## config.mk

```make
export PLATFORM = sky130hd
export DESIGN_NAME = id_ex_stage
export DESIGN_NICKNAME = d
export VERILOG_FILES = /design/src/rtl/cpu_pkg.sv /design/src/rtl/fwd_mux.sv /design/src/rtl/id_ex_stage.sv
export SDC_FILE = /design/constraint.sdc
export NUM_CORES = 1
export LEC_CHECK = 0
export CORE_AREA = 2 2 151 153
export DETAILED_ROUTE_END_ITERATION = 10
export DIE_AREA = 0 0 153 155
export GPL_TIMING_DRIVEN = 1
export PLACE_DENSITY = 0.83
export SYNTH_ARGS = -nofsm -noshare
export SYNTH_HDL_FRONTEND = slang
export SYNTH_HIERARCHICAL = 1
export SYNTH_SLANG_ARGS = --single-unit
export TNS_END_PERCENT = 5
```

## constraint.sdc

```tcl
create_clock -name clk -period 6.2 [get_ports clk]
set_input_delay 1.24 -clock clk [delete_from_list [all_inputs] [get_ports clk]]
set_output_delay 1.24 -clock clk [all_outputs]
set_load 0.005 [all_outputs]
```

## src/rtl/cpu_pkg.sv

```systemverilog
// Shared definitions for the 5-stage core: datapath widths, ALU opcodes,
// the zero-register address and the EX control bundle.
// No logic; imported by id_ex_stage and fwd_mux.
package cpu_pkg;

  localparam int XLEN    = 32;
  localparam int RADDR_W = 5;

  localparam logic [RADDR_W-1:0] REG_ZERO = '0;

  localparam logic [3:0] ALU_ADD = 4'd0;
  localparam logic [3:0] ALU_SUB = 4'd1;
  localparam logic [3:0] ALU_AND = 4'd2;
  localparam logic [3:0] ALU_OR  = 4'd3;
  localparam logic [3:0] ALU_XOR = 4'd4;
  localparam logic [3:0] ALU_LUI = 4'd5;
  localparam logic [3:0] ALU_SLL = 4'd6;
  localparam logic [3:0] ALU_SRL = 4'd7;
  localparam logic [3:0] ALU_SRA = 4'd8;
  localparam logic [3:0] ALU_SLT = 4'd9;

  // Control bits that travel with an instruction through EX.
  typedef struct packed {
    logic reg_write;
    logic mem_read;
    logic mem_write;
    logic mem_to_reg;
  } ex_ctrl_t;

endpackage

```

## src/rtl/fwd_mux.sv

```systemverilog
// Operand forwarding select: EX/MEM result, else MEM/WB data, else RF data.
// Latency: purely combinational, zero cycles.
// Backpressure: none; no handshake, evaluated every cycle.
// Ports: addr/rf_data = registered source register and its RF value;
//        exmem_* / memwb_* = forward sources; data = selected operand.
module fwd_mux
  import cpu_pkg::*;
#(
  parameter int XLEN_P    = XLEN,
  parameter int RADDR_W_P = RADDR_W
) (
  input  logic [RADDR_W_P-1:0] addr,
  input  logic [XLEN_P-1:0]    rf_data,
  input  logic                 exmem_reg_write,
  input  logic [RADDR_W_P-1:0] exmem_rd,
  input  logic [XLEN_P-1:0]    exmem_result,
  input  logic                 memwb_reg_write,
  input  logic [RADDR_W_P-1:0] memwb_rd,
  input  logic [XLEN_P-1:0]    memwb_data,
  output logic [XLEN_P-1:0]    data
);

  logic exmem_hit;
  logic memwb_hit;

  // Register 0 is hardwired; a writer targeting it must never be forwarded.
  assign exmem_hit = exmem_reg_write && (exmem_rd != RADDR_W_P'(REG_ZERO)) && (exmem_rd == addr);
  assign memwb_hit = memwb_reg_write && (memwb_rd != RADDR_W_P'(REG_ZERO)) && (memwb_rd == addr);

  // The younger producer (EX/MEM) holds the most recent value, so it wins.
  always_comb begin
    data = rf_data;
    if (exmem_hit)
      data = exmem_result;
    else if (memwb_hit)
      data = memwb_data;
  end

endmodule

```

## src/rtl/id_ex_stage.sv

```systemverilog
// ID/EX pipeline register with load-use hazard detection and EX operand forwarding.
// Latency: ID fields captured at edge N drive EX outputs after edge N; forwarding is combinational.
// Backpressure: load-use hazard raises id_stall (unless flushed) and inserts one bubble into EX.
// Ports: id_* = decoded instruction; ex_flush = redirect squash; exmem_*/memwb_* = forward
//        sources; alu_* = ALU inputs; ex_* = control/data for EX/MEM; id_stall = hold IF/ID.
// Optional: define ID_EX_PERF_CNT_EN to add perf_stall_cnt / perf_flush_cnt outputs.
module id_ex_stage
  import cpu_pkg::*;
#(
  parameter int XLEN_P    = XLEN,
  parameter int RADDR_W_P = RADDR_W
) (
  input  logic                 clk,
  input  logic                 rst,
  input  logic                 id_valid,
  input  logic [XLEN_P-1:0]    id_pc,
  input  logic [RADDR_W_P-1:0] id_rs_addr,
  input  logic [RADDR_W_P-1:0] id_rt_addr,
  input  logic [RADDR_W_P-1:0] id_rd_addr,
  input  logic [XLEN_P-1:0]    id_rs_data,
  input  logic [XLEN_P-1:0]    id_rt_data,
  input  logic [XLEN_P-1:0]    id_imm,
  input  logic                 id_alu_src,
  input  logic [3:0]           id_alu_op,
  input  logic [4:0]           id_shamt,
  input  logic                 id_reg_write,
  input  logic                 id_mem_read,
  input  logic                 id_mem_write,
  input  logic                 id_mem_to_reg,
  input  logic                 ex_flush,
  input  logic                 exmem_reg_write,
  input  logic [RADDR_W_P-1:0] exmem_rd,
  input  logic [XLEN_P-1:0]    exmem_result,
  input  logic                 memwb_reg_write,
  input  logic [RADDR_W_P-1:0] memwb_rd,
  input  logic [XLEN_P-1:0]    memwb_data,
  output logic                 id_stall,
  output logic [XLEN_P-1:0]    alu_in1,
  output logic [XLEN_P-1:0]    alu_in2,
  output logic [3:0]           alu_op,
  output logic [4:0]           alu_shamt,
  output logic                 ex_valid,
  output logic                 ex_reg_write,
  output logic                 ex_mem_read,
  output logic                 ex_mem_write,
  output logic                 ex_mem_to_reg,
  output logic [RADDR_W_P-1:0] ex_rd,
  output logic [XLEN_P-1:0]    ex_pc,
  output logic [XLEN_P-1:0]    ex_store_data
`ifdef ID_EX_PERF_CNT_EN
  ,
  output logic [31:0]          perf_stall_cnt,
  output logic [31:0]          perf_flush_cnt
`endif
);

  ex_ctrl_t               ex_ctrl;
  logic [RADDR_W_P-1:0]   ex_rs_addr;
  logic [RADDR_W_P-1:0]   ex_rt_addr;
  logic [XLEN_P-1:0]      ex_rs_data;
  logic [XLEN_P-1:0]      ex_rt_data;
  logic [XLEN_P-1:0]      ex_imm;
  logic                   ex_alu_src;
  logic                   hazard;
  logic [XLEN_P-1:0]      fwd_rs;
  logic [XLEN_P-1:0]      fwd_rt;

  // Conservative: any source-address match against an in-flight load stalls,
  // whether or not the instruction actually reads that operand.
  assign hazard = ex_valid && ex_ctrl.mem_read && (ex_rd != RADDR_W_P'(REG_ZERO)) &&
                  ((ex_rd == id_rs_addr) || (ex_rd == id_rt_addr)) && id_valid;

  // A redirect squashes the ID instruction anyway, so there is nothing to hold.
  assign id_stall = hazard && !ex_flush;

  always_ff @(posedge clk or posedge rst) begin
    if (rst) begin
      ex_valid   <= 1'b0;
      ex_ctrl    <= '0;
      ex_rd      <= '0;
      ex_pc      <= '0;
      ex_rs_addr <= '0;
      ex_rt_addr <= '0;
      ex_rs_data <= '0;
      ex_rt_data <= '0;
      ex_imm     <= '0;
      ex_alu_src <= 1'b0;
      alu_op     <= ALU_ADD;
      alu_shamt  <= '0;
    end else if (ex_flush || hazard) begin
      // Bubble: zero everything so the EX outputs are deterministic.
      ex_valid   <= 1'b0;
      ex_ctrl    <= '0;
      ex_rd      <= '0;
      ex_pc      <= '0;
      ex_rs_addr <= '0;
      ex_rt_addr <= '0;
      ex_rs_data <= '0;
      ex_rt_data <= '0;
      ex_imm     <= '0;
      ex_alu_src <= 1'b0;
      alu_op     <= ALU_ADD;
      alu_shamt  <= '0;
    end else begin
      ex_valid   <= id_valid;
      ex_ctrl    <= id_valid ? ex_ctrl_t'({id_reg_write, id_mem_read, id_mem_write, id_mem_to_reg})
                             : ex_ctrl_t'('0);
      ex_rd      <= id_rd_addr;
      ex_pc      <= id_pc;
      ex_rs_addr <= id_rs_addr;
      ex_rt_addr <= id_rt_addr;
      ex_rs_data <= id_rs_data;
      ex_rt_data <= id_rt_data;
      ex_imm     <= id_imm;
      ex_alu_src <= id_alu_src;
      alu_op     <= id_alu_op;
      alu_shamt  <= id_shamt;
    end
  end

  fwd_mux #(.XLEN_P(XLEN_P), .RADDR_W_P(RADDR_W_P)) u_fwd_rs (
    .addr            (ex_rs_addr),
    .rf_data         (ex_rs_data),
    .exmem_reg_write (exmem_reg_write),
    .exmem_rd        (exmem_rd),
    .exmem_result    (exmem_result),
    .memwb_reg_write (memwb_reg_write),
    .memwb_rd        (memwb_rd),
    .memwb_data      (memwb_data),
    .data            (fwd_rs)
  );

  fwd_mux #(.XLEN_P(XLEN_P), .RADDR_W_P(RADDR_W_P)) u_fwd_rt (
    .addr            (ex_rt_addr),
    .rf_data         (ex_rt_data),
    .exmem_reg_write (exmem_reg_write),
    .exmem_rd        (exmem_rd),
    .exmem_result    (exmem_result),
    .memwb_reg_write (memwb_reg_write),
    .memwb_rd        (memwb_rd),
    .memwb_data      (memwb_data),
    .data            (fwd_rt)
  );

  assign alu_in1       = fwd_rs;
  assign alu_in2       = ex_alu_src ? ex_imm : fwd_rt;
  // Stores always need the (forwarded) rt value, independent of alu_src.
  assign ex_store_data = fwd_rt;

  assign ex_reg_write  = ex_ctrl.reg_write;
  assign ex_mem_read   = ex_ctrl.mem_read;
  assign ex_mem_write  = ex_ctrl.mem_write;
  assign ex_mem_to_reg = ex_ctrl.mem_to_reg;

`ifdef ID_EX_PERF_CNT_EN
  // Flush count only covers squashes of real instructions.
  always_ff @(posedge clk or posedge rst) begin
    if (rst) begin
      perf_stall_cnt <= '0;
      perf_flush_cnt <= '0;
    end else begin
      if (id_stall)
        perf_stall_cnt <= perf_stall_cnt + 32'd1;
      if (ex_flush && id_valid)
        perf_flush_cnt <= perf_flush_cnt + 32'd1;
    end
  end
`endif

endmodule

```

---- After elaboration in Yosys (flattened, before gate mapping) ----
Cells that the tools add are included.
storage, ports and cells
  register bits ........................... 158
  input bits .............................. 237
  logic and storage cells ................. 56
  output and inout bits ................... 148
operators by class
  muxes and demuxes ....................... 18
  reduce and logical (&&, ||, !) cells .... 17
  equal/unequal tests ..................... 6
operators with widths
  cell                 number
  $mux W32             9
  $eq A5 B5 Y1         6
  $mux W5              4
  $reduce_bool A5 Y1   3
  $mux W4              3
  $logic_and A1 B1 Y1  11
  $logic_or A1 B1 Y1   2
  $mux W1              2
  $logic_not A1 Y1     1

---- Longest topological paths before layout ----
Gate-level depths: netlist of the first run.
  depth after elaboration ................. 6
  gate-level depth with buffers ........... 7
  mapped depth without buffers ............ 5

---- By module ----
The synthesis of the first run kept the hierarchy.
modules (own cells, without submodules)
  module       cells an instance  area each (um^2)  times used  seq. area each (um^2)
  id_ex_stage  582                6,482.5           1           3,953.8
  fwd_mux      185                1,167.4           2           0.0

---- Worst setup path before layout of the first run ----
No wires, ideal clock.
  path kind ............................... input to output
  from .................................... input port exmem_rd[0]
  to ...................................... output port alu_in2[10]
  data required time ...................... 4,960 ps
  stages .................................. 7
  arrival time ............................ 2,682 ps
  buffers on the path ..................... 2
  path slack .............................. 2,278 ps
  path through ............................ or4_4 -> a21oi_4 -> or3_1 -> buf_4 -> buf_6 -> a31oi_1 -> mux2_2
on the way
  word-level cells in the longest chain between the ends .. 5
  elaborated cells between the ends (all ways) .. 6
RTL lines
  what                   RTL line            text
  start, declared        id_ex_stage.sv:32   input logic [RADDR_W_P-1:0] exmem_rd,
  $reduce_bool A5 Y1     fwd_mux.sv:27       assign exmem_hit = exmem_reg_write && (exmem_rd != RADDR_W_P'(REG_ZERO)) && (exmem_rd == addr);
  $logic_and A1 B1 Y1    fwd_mux.sv:27
  $logic_and A1 B1 Y1 *  fwd_mux.sv:27
  $mux W32 *             fwd_mux.sv:33       if (exmem_hit)
  via ex_store_data[10]  id_ex_stage.sv:49   output logic [XLEN_P-1:0] ex_store_data
  $mux W32 *             id_ex_stage.sv:146  assign alu_in2 = ex_alu_src ? ex_imm : fwd_rt;
  end, declared          id_ex_stage.sv:39   output logic [XLEN_P-1:0] alu_in2,
Mark *: on every way through the listed nets, which the timed path passes. The rest lies on a longest branch.

---- Worst setup path after layout of the first run ----
  from .................................... input port memwb_rd[0]
  to ...................................... output port alu_in2[0]
on the way
  word-level cells in the longest chain between the ends .. 6
  elaborated cells between the ends (all ways) .. 7
RTL lines
  what                   RTL line            text
  start, declared        id_ex_stage.sv:35   input logic [RADDR_W_P-1:0] memwb_rd,
  $reduce_bool A5 Y1     fwd_mux.sv:28       assign memwb_hit = memwb_reg_write && (memwb_rd != RADDR_W_P'(REG_ZERO)) && (memwb_rd == addr);
  $logic_and A1 B1 Y1    fwd_mux.sv:28
  $logic_and A1 B1 Y1 *  fwd_mux.sv:28
  $mux W32 *             fwd_mux.sv:35       else if (memwb_hit)
  $mux W32 *             fwd_mux.sv:33
  $mux W32 *             id_ex_stage.sv:146
Mark *: on every way between the ends. The rest lies on a longest branch, timed or not.

==> results of run 1 <==
[cell families after synthesis]
| group | Yosys count | share of synthesized area, % |
|---|---|---|
| AOI/OAI and AO/OA | 294 | 19.88 |
| and+or+nand+nor | 320 | 22.31 |
| xor gates and xnor gates | 26 | 2.583 |
| DFF | 158 | 44.84 |
| muxes | 32 | 4.087 |
| buffers and inverters | 122 | 6.301 |
[final timing paths]
kind / slack (ns) / cells after the start / from / to
setup / recovery: 0.55 / 8 / memwb_rd[0] / alu_in2[0]
hold / removal: 1.16 / 4 / ex_mem_read / ex_rs_addr[2]
setup reg to reg: 3.29 / 6 / ex_rd[4] / ex_rs_data[22]
hold reg to reg: 1.16 / 4 / ex_mem_read / ex_rs_addr[2]
max in group asynchronous: 3.66 / 3 / rst / ex_mem_read
min in group asynchronous: 1.35 / 2 / rst / ex_imm[28]
[power by group through the flow]
stage / sequential [W] / clock (W) / combinational, W
detailed placement: 0.00112 / 0 / 0.000673
finish: 0.00110 / 0.00106 / 0.000681
global placement: 0.00112 / 0 / 0.000664
floorplan: 0.00112 / 0 / 0.000279
CTS: 0.00110 / 0.00109 / 0.000676
global route: 0.00111 / 0.00112 / 0.000725
[synthesized netlist by cell type (all sizes together)]
| library cell | n | share of area, % |
|---|---|---|
| a21oi | 160 | 9.4 |
| dfrtp | 158 | 45 |
| nand2b | 153 | 11 |
| clkbuf | 76 | 3.2 |
| nor4 | 66 | 4.7 |
| a31oi | 64 | 4.5 |
| nand4 | 64 | 4.5 |
| o31ai | 64 | 5.4 |
| buf | 45 | 3.0 |
| mux2 | 32 | 4.1 |
| xnor2 | 26 | 2.6 |
| nand2 | 12 | 0.51 |
| nand3 | 7 | 0.40 |
| and2 | 4 | 0.28 |
| nor2 | 3 | 0.13 |
| and3 | 2 | 0.14 |
| o21a | 2 | 0.17 |
| o21ai | 2 | 0.11 |
| or2 | 2 | 0.14 |
| or3 | 2 | 0.14 |
| or4 | 2 | 0.26 |
| a21boi | 1 | 0.085 |
| and3b | 1 | 0.099 |
| inv | 1 | 0.043 |
| nor2b | 1 | 0.071 |
| nor3 | 1 | 0.057 |
| o22ai | 1 | 0.14 |
[cell usage in the layout, fill, tap and decap left out, types with 2 or more instances in the layout]
cell / synthesis / layout
clkinv_4: 0 / 3
mux2_2: 32 / 32
clkinvlp_4: 0 / 2
o31ai_1: 64 / 64
buf_4: 5 / 26
dfrtp_1: 158 / 158
clkinv_8: 0 / 6
nand2b_1: 153 / 153
nand3_2: 0 / 4
clkbuf_16: 0 / 17
nor4_1: 66 / 66
xnor2_1: 26 / 26
a21oi_1: 157 / 157
nand4_1: 64 / 64
or4_4: 2 / 2
and2_1: 4 / 4
or3_1: 2 / 2
clkdlybuf4s50_1: 0 / 383
o21ai_4: 0 / 2
nand2_1: 12 / 12
a31oi_1: 64 / 64
inv_8: 0 / 3
diode_2: 0 / 3
o21a_1: 2 / 2
a21oi_4: 2 / 3
inv_6: 0 / 2
or2_1: 2 / 2
nor2_1: 3 / 3
and3_1: 2 / 2
nand3_1: 7 / 3
[tightest hold or removal path: cells and delay by family (launching register included)]
| family | cells | cell delay [ns] |
|---|---|---|
| flip-flops | 1 | 0.38 |
| buffers and inverters | 1 | 0.34 |
| AND/OR/NAND/NOR | 1 | 0.12 |
| AO/OA/AOI/OAI | 2 | 0.28 |
[metal layers]
metal / track usage, % / wire, microns / up-vias
met3: 8.440 / 3603 / 116
met2: 46.34 / 16460 / 675
li1: - / - / 4142
met1: 34.79 / 13050 / 4406
met5: 0 / 0 / -
met4: 13.89 / 1612 / 0
[metrics by stage]
stage | instances | cell area, sq um
2_1_floorplan | 952 | 8817
3_3_place_gp | 1526 | 12730
3_5_place_dp | 1526 | 12730
4_1_cts | 1558 | 13340
5_1_grt | 1561 | 13350
6_report | 1561 | 13350
[final cells by class]
class,count,area (sq um)
antenna,3,7.507
sequential,158,3954
clock buffer,17,425.4
multi-input combinational,672,4365
tap,285,356.6
inverter,1,8.758
clock inverter,15,181.4
timing repair buffer,410,4049
fill,1881,8880
==> results by group, run 1 <==
Status
  – Status: completed

Clock tree
  – Quantity of gates resized following cts: 0
  – # Post-CTS Setup Buffers: 0
  – Source-to-sink clock delay at the later pin of the worst-skew pair: approximately 0.43 ns
  – Clock input transition at the sequential cells of the worst setup and hold paths: around 0.07 ns
  – Maximum count of clock buffers along a single path: 2
  – Root buf cell: clkbuf_16
  – Number of H-tree levels: 4
  – Inserted Clock Buffers: 17
  – Clock tree from TritonCTS: done
  – Sinks on Clock Net: approximately 160
  – Hold Buf Count CTS: 0

Power
  – Clock network fraction of total power: ~37%
  – Leak: about 5 nW
  – Maximum resistive drop on vdd: just under 0.2 mV
  – Part of the power in registers: between 30% and 40%
  – Combinational fraction of design power: a little under a quarter
  – Pwr Density: between 200 and 250 mW/mm^2
  – Power spent charging and discharging nets: approximately 0.00087 W
  – Post-layout total power: roughly 0.0028 W
  – Switching share of power: 30.68%
  – Power Internal: between 0.0015 and 0.002 W

STA
  – Relative slew margins: between 30% and 40%
  – Final period util: 91.11%
  – Achievable frequency: about 180 MHz
  – Final number of max-transition violations: 0
  – Final worst path period need: around 5.6 ns
  – Number of setup violations in the final report: 0
  – Final worst slack: 0.5511 ns
  – Final hold violation count: 0
  – Post-route setup TNS: 0 ns
  – Skew final: 0.01420 ns
  – Setup repair after global routing missed its margin: no
  – Actual slew at the worst max-slew pin: just over 1 ns
  – Worst Hold Margin: approximately 1.2 ns

Route
  – DRT Pass-1 Iters: 8
  – Overall via count from detail_route: slightly above 9k
  – Final wirelength: ~35000 microns
  – Count of nets left with antenna violations after detail routing: 0
  – Routed WL per cell: around 22 microns
  – Violation count after the first detailed-routing iteration: between 1k and 1.5k
  – Number of remaining DRC errors: 0
  – Vias per cell: 5.983

Global routing
  – GRT Util Overall: approximately 28%
  – Vias in the first global route: 9261
  – Wire length of the first global-routing pass: 52710 microns
  – Antenna violations before repair: 3
  – Pin count of the biggest net entering global routing: 93
  – Total congestion overflow after global routing: 0

Floorplanning
  – Vertical die dimension: ~160 microns
  – Effective utilization at floorplan: 39.67%
  – Standard cell core area: 0.02223 sq mm
  – Placement Rows: between 50 and 60
  – Die Outline Area: 0.02372 sq mm
  – IO Pins: between 300 and 400
  – Horiz. Die Dim: 153 microns

Setup path
  – Critical path class: in2out
  – Type of origin of the critical path: primary input
  – Max stage delay on crit path: between 0.6 and 0.7 ns
  – Critical path capture point type: output port
  – Cells along the critical path: clkdlybuf4s50_1 > nor4_1 > o21a_1 > buf_4 > o31ai_1 > a31oi_1 > mux2_2 > clkdlybuf4s50_1
  – Cell type group with the largest total delay on the critical path: buffers and inverters
  – Maximum fanout along the worst path: 32
  – Arrival time of data at the critical path endpoint: 4.41 ns
  – Buf/Inv on CP: 3
  – Cell repeated most along the worst path: clkdlybuf4s50_1
  – Standard cell with the maximum stage delay on the critical path: nor4_1
  – Required arrival time at the worst endpoint: roughly 5 ns

Synthesis
  – Post-Syn Nets: approximately 1.2k
  – Number of distinct library cell variants in the gate-level netlist after synthesis: 32
  – Yosys warning total: 6
  – Post-synthesis register bit count: ~160
  – Mapped Area: 0.008817 sq mm
  – Cells after synthesis: between 900 and 1k
  – Share of synthesized area occupied by flip-flops and latches: between 40 and 50%
  – Average footprint of a synthesized cell: a little over 9 sq um

Placed design
  – Final HPWL DP: ~24000 microns
  – Count of port buffers added during placement: 384
  – Worst slack after detailed placement: 0.6345 ns
  – Placer Congestion: 0.9126

Cells and area
  – Nets: between 1k and 1.5k
  – Share of layout cells above drive strength 1: just over 8%
  – Final core utilization: about three fifths
  – Area growth syn-to-layout: 51.38%

Run
  – Number of maximum-capacitance violations: 0

Min path
  – Class of the most critical hold timing path: reg2reg
No activity file was read; power rests on OpenSTA's default activity.
==> inputs of run 2 (changes only) <==
--- a/config.mk
+++ b/config.mk
@@ -6,10 +6,12 @@
 export NUM_CORES = 1
 export LEC_CHECK = 0
 export CORE_AREA = 2 2 151 153
+export CTS_BUF_LIST = sky130_fd_sc_hd__clkbuf_16
 export DETAILED_ROUTE_END_ITERATION = 10
 export DIE_AREA = 0 0 153 155
 export GPL_TIMING_DRIVEN = 1
-export PLACE_DENSITY = 0.83
+export PLACE_DENSITY = 0.81
+export SLEW_MARGIN = 15
 export SYNTH_ARGS = -nofsm -noshare
 export SYNTH_HDL_FRONTEND = slang
 export SYNTH_HIERARCHICAL = 1
==> run 2 against run 1 <==
Compared with the run above:
- first-iteration DRC count fell by 25%
- routed wire length rose by 0.32%
- flip-flop and latch count did not move
- combinational power barely moved
- worst setup slack improved by 0.048 ns
- critical endpoint is now alu_in2[1]
- largest cell class unchanged
==> results by group, run 2 (synthesis results as in run 1) <==
Clock tree
  – Clock tree from TritonCTS: done
  – Root buf cell: clkbuf_16
  – Source-to-sink clock delay at the later pin of the worst-skew pair: 0.44 ns (about the same)
  – Number of H-tree levels: 4 (unchanged)
  – Maximum count of clock buffers along a single path: 2 (unchanged)
  – Quantity of gates resized following cts: 0 (unchanged)
  – # Post-CTS Setup Buffers: 0 (unchanged)
  – Hold Buf Count CTS: 0 (unchanged)
  – Sinks on Clock Net: 158 (unchanged)
  – Inserted Clock Buffers: 17 (unchanged)
  – Clock input transition at the sequential cells of the worst setup and hold paths: 0.07 ns (about the same)

STA
  – Relative slew margins: 33.63% (+1.1 points)
  – Final worst path period need: 5.601 ns (-0.04775 ns)
  – Final period util: 90.34% (-0.77 points)
  – Final number of max-transition violations: 0 (unchanged)
  – Post-route setup TNS: 0 ns (unchanged)
  – Skew final: 0.01794 ns (+0.003738 ns)
  – Achievable frequency: 178.5 MHz (+0.85%)
  – Setup repair after global routing missed its margin: no
  – Final hold violation count: 0 (unchanged)
  – Number of setup violations in the final report: 0 (unchanged)
  – Actual slew at the worst max-slew pin: 0.9956 ns (-0.01197 ns)

Route
  – Violation count after the first detailed-routing iteration: 781 (-25%)
  – Routed WL per cell: 22.32 microns (+0.32%)
  – Overall via count from detail_route: 9269 (-0.75%)
  – Number of remaining DRC errors: 0 (unchanged)
  – Count of nets left with antenna violations after detail routing: 0 (unchanged)
  – Vias per cell: 5.938 (-0.75%)
  – Final wirelength: 34840 microns (+0.32%)
  – DRT Pass-1 Iters: 7 (-1)

Cells and area
  – Area growth syn-to-layout: 51.17%
  – Nets: 1498 (+0.067%)
  – Final core utilization: 59.97% (-0.084 points)
  – Highest-count cells in the layout ignoring fill and taps: clkdlybuf4s50_1 (383), dfrtp_1 (158), a21oi_1 (157), nand2b_1 (153), nor4_1 (66)
  – Share of layout cells above drive strength 1: 8.242% (+0.072 points)
  – Most common cell after layout, fill and taps aside: clkdlybuf4s50_1

Floorplanning
  – Vertical die dimension: 155 microns (unchanged)
  – Effective utilization at floorplan: 39.67% (unchanged)
  – Standard cell core area: 0.02223 sq mm (unchanged)
  – IO Pins: 385 (unchanged)
  – Horiz. Die Dim: 153 microns (unchanged)
  – Die Outline Area: 0.02372 sq mm (unchanged)
  – Placement Rows: 55 (unchanged)

Setup path
  – Logic depth of the worst register-to-register path: 6 (unchanged)
  – Required arrival time at the worst endpoint: 4.96 ns (about the same)
  – Critical path class: in2out
  – Register-to-register setup slack: 3.32 ns (+0.03 ns)
  – Arrival time of data at the critical path endpoint: 4.36 ns (-0.05 ns)
  – Maximum fanout along the worst path: 32 (unchanged)
  – Type of origin of the critical path: primary input
  – Critical path capture point type: output port
  – Launch point of the worst reg-to-reg path: ex_rd[4]
  – Worst r2r dst: ex_rs_data[23]

Power
  – Maximum resistive drop on vdd: 0.1663 mV (-16%)
  – Pwr Density: 213.2 mW/mm^2 (about the same)
  – Leak: 5.139 nW (about the same)
  – Switching share of power: 30.59% (-0.083 points)
  – Part of the power in registers: 38.8% (about the same)
  – Post-layout total power: 0.002841 W (-0.17%)
  – Power Internal: 0.001972 W (about the same)
  – Combinational fraction of design power: 23.9% (about the same)
  – Clock network fraction of total power: 37.3% (about the same)
  – Power spent charging and discharging nets: 0.0008692 W (-0.45%)

Global routing
  – GRT Util Overall: 28.68% (+0.20 points)
  – Vias in the first global route: 9229 (-0.35%)
  – Antenna violations before repair: 2 (-1)
  – Pin count of the biggest net entering global routing: 96 (+3.2%)
  – Wire length of the first global-routing pass: 52850 microns (+0.26%)
  – Total congestion overflow after global routing: 0 (unchanged)

Placed design
  – Final HPWL DP: 23740 microns (+0.17%)
  – Count of port buffers added during placement: 384 (unchanged)
  – Placer Congestion: 0.8784 (-3.7%)

Min path
  – Hold path startpoint: ex_mem_read
  – Destination of the worst hold path: ex_rt_addr[2]
  – Number of cells on the worst hold path: 4 (unchanged)
  – Class of the most critical hold timing path: reg2reg

Status
  – Status: completed

Run
  – Number of maximum-capacitance violations: 0 (unchanged)
==> run 2: changes by cell type in the layout (fill, tap and decap cells not counted), moves of 2 or more <==
cell	change
buf_4	+2
clkinv_8	-2
inv_8	+2
inv_6	+2
clkinv_4	-3
==> run 2: final cells by class <==
type / count / area [sq um]
clock inverters: 15 / 170.2
well taps: 285 / 356.6
inverters: 1 / 8.758
clock buffers: 17 / 425.4
fillers: 1917 / 8899
diodes: 2 / 5.005
repair buffers: 411 / 4044
flip-flops and latches: 158 / 3954
multi-input cells: 672 / 4365
==> run 2: metal layers <==
layer	global-route usage, %	wire (microns)	up-vias
met5	0	0	-
met2	48.99	17110	624
met1	34.16	13120	4417
li1	-	-	4133
met3	8.357	3391	95
met4	11.55	1219	0
==> run 2: power by group through the flow <==
| stage | Clock, W | Combinational, W | Sequential, W |
|---|---|---|---|
| 5_1_grt | 0.00112 | 0.000723 | 0.00111 |
| 3_3_place_gp | 0 | 0.000665 | 0.00112 |
| 6_report | 0.00106 | 0.000679 | 0.00110 |
| 2_1_floorplan | 0 | 0.000279 | 0.00112 |
| 3_5_place_dp | 0 | 0.000672 | 0.00112 |
| 4_1_cts | 0.00107 | 0.000676 | 0.00110 |
==> run 2: worst max-delay path: stages <==
cell             delay (ns)
clkdlybuf4s50_1        0.50
xnor2_1                0.27
nand3_2                0.64
o31ai_1                0.64
a31oi_1                0.26
mux2_2                 0.32
clkdlybuf4s50_1        0.46
==> run 2: stage by stage <==
| step | hold WS (ns) | instances | setup WS [ns] | cell area (sq um) |
|---|---|---|---|---|
| after global placement | 1.145 | 1527 | 0.8078 | 12730 |
| final | 1.141 | 1561 | 0.5988 | 13330 |
| after global routing | 1.213 | 1561 | 0.4517 | 13330 |
| after floorplan | 0.8581 | 952 | 0.6968 | 8817 |
| after detailed placement | 1.151 | 1527 | 0.7123 | 12730 |
| after CTS | 1.165 | 1559 | 0.7140 | 13320 |
==> run 2: worst max-delay path by stage <==
stage                start          to  cells past startpoint
6_report       memwb_rd[0]  alu_in2[1]                      7
5_1_grt        memwb_rd[0]  alu_in2[1]                      7
4_1_cts        memwb_rd[0]  alu_in2[1]                      7
3_5_place_dp   memwb_rd[0]  alu_in2[1]                      7
3_3_place_gp   memwb_rd[0]  alu_in2[1]                      7
2_1_floorplan          rst   alu_op[0]                      1
